==> src/rtl/baud_pkg.sv <==
// ---------------------------------------------------------------------------
// baud_pkg
// Shared constants for the UART baud timing block.
//   DIV_WIDTH_DEF / FRAC_BITS_DEF : default divisor field widths
//   MIN_DIV                       : smallest usable integer divisor
//   calc_div_fixed / _int / _frac : reset divisor from CLK_HZ and BAUD,
//                                   rounded to the nearest 1/2^FRAC_BITS
//                                   cycle (24 MHz, 19200 baud, x16 gives
//                                   78 + 2/16).
// ---------------------------------------------------------------------------
package baud_pkg;

    localparam int DIV_WIDTH_DEF = 16;
    localparam int FRAC_BITS_DEF = 4;
    localparam int MIN_DIV       = 2;

    // Divisor as an unsigned fixed-point value with frac_bits fraction bits.
    function automatic int unsigned calc_div_fixed(
        input longint unsigned clk_hz,
        input longint unsigned baud,
        input int unsigned     oversample,
        input int unsigned     frac_bits
    );
        longint unsigned den;
        longint unsigned num;
        den = baud * 64'(oversample);
        num = (clk_hz << frac_bits) + (den >> 1);
        return 32'(num / den);
    endfunction

    function automatic int unsigned calc_div_int(
        input longint unsigned clk_hz,
        input longint unsigned baud,
        input int unsigned     oversample,
        input int unsigned     frac_bits
    );
        return calc_div_fixed(clk_hz, baud, oversample, frac_bits) >> frac_bits;
    endfunction

    function automatic int unsigned calc_div_frac(
        input longint unsigned clk_hz,
        input longint unsigned baud,
        input int unsigned     oversample,
        input int unsigned     frac_bits
    );
        int unsigned mask;
        mask = (32'd1 << frac_bits) - 32'd1;
        return calc_div_fixed(clk_hz, baud, oversample, frac_bits) & mask;
    endfunction

endpackage

==> src/rtl/frac_tick_divider.sv <==
// ---------------------------------------------------------------------------
// frac_tick_divider
// Fractional clock divider producing the oversample tick.
// Each period lasts div_int (clamped to MIN_DIV) cycles plus one extra cycle
// whenever the fractional accumulator overflows, so the long-run period is
// div_int + div_frac/2^FRAC_BITS cycles.
// Ports:
//   clk, rst_n    : clock, synchronous active-low reset
//   enable        : run when 1; counter and accumulator held cleared when 0
//   restart       : clear counter and accumulator (period restarts)
//   div_int       : active integer divisor
//   div_frac      : active fractional divisor
//   period_done   : combinational, high in the cycle whose closing edge
//                   raises os_tick (lets the parent register coincident ticks)
//   os_tick       : registered one-cycle pulse, last cycle of each period
// ---------------------------------------------------------------------------
module frac_tick_divider
    import baud_pkg::*;
#(
    parameter int DIV_WIDTH = DIV_WIDTH_DEF,
    parameter int FRAC_BITS = FRAC_BITS_DEF
) (
    input  logic                 clk,
    input  logic                 rst_n,
    input  logic                 enable,
    input  logic                 restart,
    input  logic [DIV_WIDTH-1:0] div_int,
    input  logic [FRAC_BITS-1:0] div_frac,
    output logic                 period_done,
    output logic                 os_tick
);

    localparam logic [DIV_WIDTH-1:0] MIN_DIV_W = DIV_WIDTH'(MIN_DIV);
    localparam logic [DIV_WIDTH-1:0] ONE_C     = DIV_WIDTH'(1);
    localparam logic [DIV_WIDTH:0]   ONE_P     = (DIV_WIDTH+1)'(1);

    function automatic logic [DIV_WIDTH-1:0] clamp_div(input logic [DIV_WIDTH-1:0] d);
        return (d < MIN_DIV_W) ? MIN_DIV_W : d;
    endfunction

    logic [DIV_WIDTH-1:0] cyc_cnt;
    logic [FRAC_BITS-1:0] frac_acc;
    logic [FRAC_BITS:0]   frac_sum;
    logic [DIV_WIDTH-1:0] eff_div;
    logic [DIV_WIDTH:0]   period_len;

    // frac_acc holds the accumulator as it stands at the start of the
    // current period; its carry decides whether this period gets the extra
    // cycle, and it advances when the period closes.
    always_comb begin
        eff_div     = clamp_div(div_int);
        frac_sum    = {1'b0, frac_acc} + {1'b0, div_frac};
        period_len  = {1'b0, eff_div} + {{DIV_WIDTH{1'b0}}, frac_sum[FRAC_BITS]};
        // >= rather than == so a counter can never run past its terminal value
        period_done = enable && !restart && ({1'b0, cyc_cnt} >= (period_len - ONE_P));
    end

    always_ff @(posedge clk) begin
        if (!rst_n) begin
            cyc_cnt  <= '0;
            frac_acc <= '0;
            os_tick  <= 1'b0;
        end else if (!enable || restart) begin
            cyc_cnt  <= '0;
            frac_acc <= '0;
            os_tick  <= 1'b0;
        end else if (period_done) begin
            cyc_cnt  <= '0;
            frac_acc <= frac_sum[FRAC_BITS-1:0];
            os_tick  <= 1'b1;
        end else begin
            cyc_cnt  <= cyc_cnt + ONE_C;
            os_tick  <= 1'b0;
        end
    end

endmodule

==> src/rtl/baud_tick_generator.sv <==
// ---------------------------------------------------------------------------
// baud_tick_generator
// Programmable baud timing source for the UART TX/RX paths.
// Ports:
//   clk, rst_n : clock, synchronous active-low reset
//   enable     : run when 1; timing cleared (divisors kept) when 0
//   div_int    : new integer divisor, captured on load
//   div_frac   : new fractional divisor, captured on load
//   load       : strobe, capture divisor; applied at the next bit boundary
//                while running, immediately when idle or with resync
//   resync     : strobe, restart bit timing (RX start-bit edge)
//   os_tick    : one pulse per oversample period
//   mid_tick   : pulse at bit centre (os_cnt reaches OVERSAMPLE/2)
//   bit_tick   : pulse at bit end (os_cnt wraps to 0)
//   baud_clk   : square wave toggling on every bit_tick
//   pending    : a loaded divisor is waiting for the next bit boundary
// ---------------------------------------------------------------------------
module baud_tick_generator
    import baud_pkg::*;
#(
    parameter int DIV_WIDTH        = DIV_WIDTH_DEF,
    parameter int FRAC_BITS        = FRAC_BITS_DEF,
    parameter int OVERSAMPLE       = 16,
    parameter int DEFAULT_DIV_INT  = 78,
    parameter int DEFAULT_DIV_FRAC = 2
) (
    input  logic                 clk,
    input  logic                 rst_n,
    input  logic                 enable,
    input  logic [DIV_WIDTH-1:0] div_int,
    input  logic [FRAC_BITS-1:0] div_frac,
    input  logic                 load,
    input  logic                 resync,
    output logic                 os_tick,
    output logic                 mid_tick,
    output logic                 bit_tick,
    output logic                 baud_clk,
    output logic                 pending
);

    localparam int              CNT_W     = $clog2(OVERSAMPLE);
    localparam logic [CNT_W-1:0] OS_LAST   = CNT_W'(OVERSAMPLE - 1);
    localparam logic [CNT_W-1:0] OS_MID_M1 = CNT_W'(OVERSAMPLE / 2 - 1);
    localparam logic [CNT_W-1:0] ONE_OS    = CNT_W'(1);

    logic [DIV_WIDTH-1:0] act_int;
    logic [FRAC_BITS-1:0] act_frac;
    logic [DIV_WIDTH-1:0] pend_int;
    logic [FRAC_BITS-1:0] pend_frac;
    logic [CNT_W-1:0]     os_cnt;
    logic                 period_done;
    logic                 bit_end;
    logic                 apply_now;

    frac_tick_divider #(
        .DIV_WIDTH (DIV_WIDTH),
        .FRAC_BITS (FRAC_BITS)
    ) u_div (
        .clk         (clk),
        .rst_n       (rst_n),
        .enable      (enable),
        .restart     (resync),
        .div_int     (act_int),
        .div_frac    (act_frac),
        .period_done (period_done),
        .os_tick     (os_tick)
    );

    // bit_end marks the edge that raises bit_tick: the divisor swap and the
    // baud_clk toggle both happen there.
    assign bit_end   = period_done && (os_cnt == OS_LAST);
    assign apply_now = !enable || resync;

    // Oversample counting, tick decode and baud_clk
    always_ff @(posedge clk) begin
        if (!rst_n) begin
            os_cnt   <= '0;
            mid_tick <= 1'b0;
            bit_tick <= 1'b0;
            baud_clk <= 1'b0;
        end else if (!enable) begin
            os_cnt   <= '0;
            mid_tick <= 1'b0;
            bit_tick <= 1'b0;
            baud_clk <= 1'b0;
        end else if (resync) begin
            // baud_clk keeps its level across a resync
            os_cnt   <= '0;
            mid_tick <= 1'b0;
            bit_tick <= 1'b0;
        end else begin
            mid_tick <= period_done && (os_cnt == OS_MID_M1);
            bit_tick <= bit_end;
            if (period_done) begin
                os_cnt <= bit_end ? '0 : (os_cnt + ONE_OS);
            end
            if (bit_end) begin
                baud_clk <= ~baud_clk;
            end
        end
    end

    // Divisor load / apply
    always_ff @(posedge clk) begin
        if (!rst_n) begin
            act_int   <= DIV_WIDTH'(DEFAULT_DIV_INT);
            act_frac  <= FRAC_BITS'(DEFAULT_DIV_FRAC);
            pend_int  <= DIV_WIDTH'(DEFAULT_DIV_INT);
            pend_frac <= FRAC_BITS'(DEFAULT_DIV_FRAC);
            pending   <= 1'b0;
        end else if (load) begin
            pend_int  <= div_int;
            pend_frac <= div_frac;
            if (apply_now) begin
                // Idle or restarting: nothing mid-bit to protect
                act_int  <= div_int;
                act_frac <= div_frac;
                pending  <= 1'b0;
            end else begin
                pending  <= 1'b1;
            end
        end else if (pending && bit_end) begin
            act_int  <= pend_int;
            act_frac <= pend_frac;
            pending  <= 1'b0;
        end
    end

endmodule

==> config.mk <==
export PLATFORM = sky130hd
export DESIGN_NAME = baud_tick_generator
export DESIGN_NICKNAME = d
export VERILOG_FILES = /design/src/rtl/baud_pkg.sv /design/src/rtl/frac_tick_divider.sv /design/src/rtl/baud_tick_generator.sv
export SDC_FILE = /design/constraint.sdc
export NUM_CORES = 1
export LEC_CHECK = 0
export ABC_AREA = 1
export CAP_MARGIN = 10
export CORE_UTILIZATION = 63
export DETAILED_ROUTE_END_ITERATION = 7
export DONT_BUFFER_PORTS = 1
export GPL_TIMING_DRIVEN = 0
export HOLD_SLACK_MARGIN = 0.1
export PLACE_DENSITY = 0.9
export SYNTH_ARGS = -nofsm -noshare
export SYNTH_HDL_FRONTEND = slang
export SYNTH_SLANG_ARGS = --single-unit
export TNS_END_PERCENT = 30
==> constraint.sdc <==
create_clock -name clk -period 3.9 [get_ports clk]
set_input_delay 0.585 -clock clk [delete_from_list [all_inputs] [get_ports clk]]
set_output_delay 0.585 -clock clk [all_outputs]
set_load 0.01 [all_outputs]
==> flow_summary_export.csv, run 1 <==
group,metric,value,unit
status,status,"finished, final reports clean",
critical_path,critPathLaunch,"act_int[11]$_SDFFE_PN0P_",
critical_path,critPathMaxFanout,6,
floorplanning,coreArea,5640,µm²
timing,slew_headroom,48.7,%
placed_design,hpwlAfterDp,5.51,mm
timing,clock.fmax,262,MHz
floorplanning,die_area,6270,µm²
timing,fin_crit,3.82,ns
critical_path,start_kind,"register",
detailed_routing,drcViolationCount,0,
yosys,synth-seq-cells,69,
yosys,async_flop_share,0,%
critical_path,path_delay_family,"simple AND/OR/NAND/NOR gates",
yosys,synth.distinct_cells,34,
timing,tightestPinTransition,0.767,ns
hold_path,min_to,"baud_clk$_SDFFE_PN0P_",
global_routing,antenna_found_initial,0,
timing,tns,0,ns
critical_path,worst_ep_required_time,4.15,ns
floorplanning,die_w,79.2,µm
critical_path,path_buf_inv,1,
detailed_routing,dr.pass1.iters,5,
global_routing,grt.overflow.total,0,
timing,setup_viol_count_final,0,
yosys,syn_nets,561,
job,drv_cap,0,
final_layout,fin_nets,580,
critical_path,r2r_end,"act_frac[0]$_SDFFE_PN0P_",
clock_tree,ctsHtreeMaxLevel,3,
detailed_routing,drt_iter0_drc,308,
critical_path,rr_worst_depth,21,
final_layout,syn_to_final_growth,15.6,%
timing,slew_viol_final,0,
final_layout,fillCellCount,344,
critical_path,r2r_start,"act_int[11]$_SDFFE_PN0P_",
clock_tree,cts_tree,"built",
placed_design,gp_congestion,0.822,
clock_tree,cts_max_path_buffers,2,
clock_tree,clock_latency,0.36,ns
pwr,p_clk_share,42.9,%
critical_path,path_cells,"nor2_2, nand2_1, nor2_4, nand3_2, nand2_1, ha_2, nand3_4, nor2_4, nand3_2, nand3b_1, nor3_2, xor2_1, ha_1, nand4_1, nor4_1, nand2_1, nand3_4, nand4_4, buf_6, a21oi_1, nor2_1",
timing,min_period_over_period,98.0,%
pwr,p_per_area,391,nW/µm²
yosys,synth_edf_count,0,
placed_design,portBuffers,0,
final_layout,drive_gt1_share,17.6,%
detailed_routing,antenna_left,0,
timing,fin_ws,0.0799,ns
timing,clock_skew,0.00706,ns
pwr,combPwrFrac,12.2,%
global_routing,grt_pass1_wl,13.2,mm
clock_tree,cts-root-buf,"clkbuf_8",
yosys,syn_avg_cell_area,7.35,µm²
pwr,p_int,1.26,mW
yosys,ys.flop_type,"dfxtp_1",
hold_path,worstHoldPathCells,2,
clock_tree,cts_inserted_buffers,9,
clock_tree,path_clk_slew,0.08,ns
detailed_routing,via_count,3440,
critical_path,slowest_stage,"dfxtp_1",
global_routing,grt_max_degree,13,
critical_path,rrSetupSlack,0.08,ns
yosys,syn_inst,511,
floorplanning,rows,27,
pwr,peakVddDrop,0.000298,V
pwr,p_sw,0.440,mW
final_layout,diodes,0,
floorplanning,initial_core_util,66.6,%
placed_design,dpl-instance-area,3840,µm²
placed_design,pre_cts_ws,-0.199,ns
yosys,ys_seq_area_share,36.8,%
pwr,seqPwrFrac,44.9,%
clock_tree,cts_hold_buffers,0,
detailed_routing,via_per_inst,5.67,
yosys,yosysWarnings,0,
final_layout,stdcell_area,4340,µm²
critical_path,max_stage_delay,0.37,ns
pwr,sw_frac_of_total,25.9,%
critical_path,end_kind,"register",
hold_path,hp-start,"enable",
clock_tree,cts.sinks,69,
critical_path,cpMostUsedCell,"nand2_1",
floorplanning,die_h,79.2,µm
critical_path,crit_type,"register to register",
pwr,p_leak,1.93,nW
global_routing,grt_use_total,26.8,%
pwr,total_power,1.70,mW
floorplanning,io_pins,30,
critical_path,critPathArrivalTime,4.07,ns
hold_path,hold_class,"primary input to register",
timing,hold_viol_final,0,
detailed_routing,wl_per_cell,14.6,µm
global_routing,grt_pass1_vias,3217,
detailed_routing,routed_wirelength,8.85,mm
yosys,syn_area,3750,µm²
-- power groups by stage --
stage                     clock network [mW]  registers [mW]  logic, mW
after global routing                   0.755           0.765      0.230
after detailed placement                   0           0.774      0.175
final                                  0.728           0.763      0.207
after global placement                     0           0.773      0.167
after floorplan                            0           0.768      0.143
after CTS                              0.730           0.759      0.181
-- synthesized netlist by cell type (10+ instances only) --
cell type  count  share of area, %
nand2_1       82               8.2
dfxtp_1       69                37
inv_1         67               6.7
nor2_1        67               6.7
nand3_1       39               5.2
a21oi_1       31               4.1
ha_1          24               8.0
o21ai_0       24               3.2
xor2_1        20               4.7
or2_2         15               2.5
nand4_1       14               2.3
nor2_2        11               1.8
clkbuf_1      10               1.0
-- cell usage in the layout (no fill, tap or decap), types with 2 or more instances in the layout --
master,count
a21oi_1,24
a21oi_2,7
buf_4,4
buf_6,7
bufinv_16,3
clkbuf_1,11
clkbuf_8,10
dfxtp_1,67
dfxtp_2,2
ha_1,19
ha_4,4
inv_1,64
inv_2,4
nand2_1,82
nand3_1,36
nand3_2,2
nand3_4,3
nand3b_1,3
nand4_1,14
nor2_1,62
nor2_2,14
nor2_4,4
nor3_1,3
nor3_2,2
nor3b_1,5
o21ai_0,22
o21ai_1,2
or2_2,15
xnor2_1,3
xor2_1,20
-- worst max-delay path by stage --
stage	to	slack, ns	depth (start not counted)
after floorplan	act_frac[0]$_SDFFE_PN0P_	0.45	21
after global placement	act_frac[0]$_SDFFE_PN0P_	-0.07	21
after detailed placement	act_frac[0]$_SDFFE_PN0P_	-0.20	21
after CTS	act_int[7]$_SDFFE_PN0P_	0.02	22
after global routing	act_int[15]$_SDFFE_PN0P_	-0.09	23
final	act_frac[0]$_SDFFE_PN0P_	0.08	21
-- kinds of logic after synthesis --
logic type,synth area share (%)
AND/OR/NAND/NOR,32.2
buffers and inverters,9.10
flip-flops,36.8
AO/OA/AOI/OAI,8.06
adder cells (fa/ha/maj),8.53
XOR/XNOR,5.37
-- layout make-up --
cell class | count | area, µm² | area share, %
multi-input combinational | 359 | 2210 | 50.9
sequential | 69 | 1380 | 31.9
inverter | 68 | 255 | 5.88
clock buffer | 11 | 141 | 3.26
clock inverter | 5 | 106 | 2.45
buffer | 16 | 97.6 | 2.25
tap | 72 | 90.1 | 2.08
timing repair buffer | 7 | 57.6 | 1.33
-- per-layer routing --
layer	global-route usage [%]	vias up	wire, µm
li1	-	1685	-
met1	29.7	1598	3640
met2	47.1	125	4400
met3	7.01	32	507
met4	13.1	0	296
met5	0	-	0
-- state kept, by name, summed over array words and instances (netlist names), 4 cells and up --
name	count
os_cnt	4
u_div.frac_acc	4
pend_frac	4
act_int	16
u_div.cyc_cnt	16
pend_int	16
act_frac	4
-- repair_timing --
action	4_1_cts	5_1_grt
setup buffers	2	3
gates cloned	0	3
pin swaps	1	12
resized for setup	8	37
endpoints found under the setup margin	44	47
-- stage by stage --
stage                     utilization [%]  hold slack, ns  instances
after floorplan                         -           0.424        511
after global placement               68.2           0.433        583
after detailed placement             68.2           0.440        583
after CTS                            73.5           0.363        601
after global routing                 76.9           0.368        607
final                                76.9           0.365        607
Power figures use the tool's default switching activity.
==> run 2, diff against run 1 <==
Settings changed: ABC_CLOCK_PERIOD_IN_PS set to 3900.
==> results of run 2 <==
The final DEF is identical to that of run 1; final timing and power are the same.
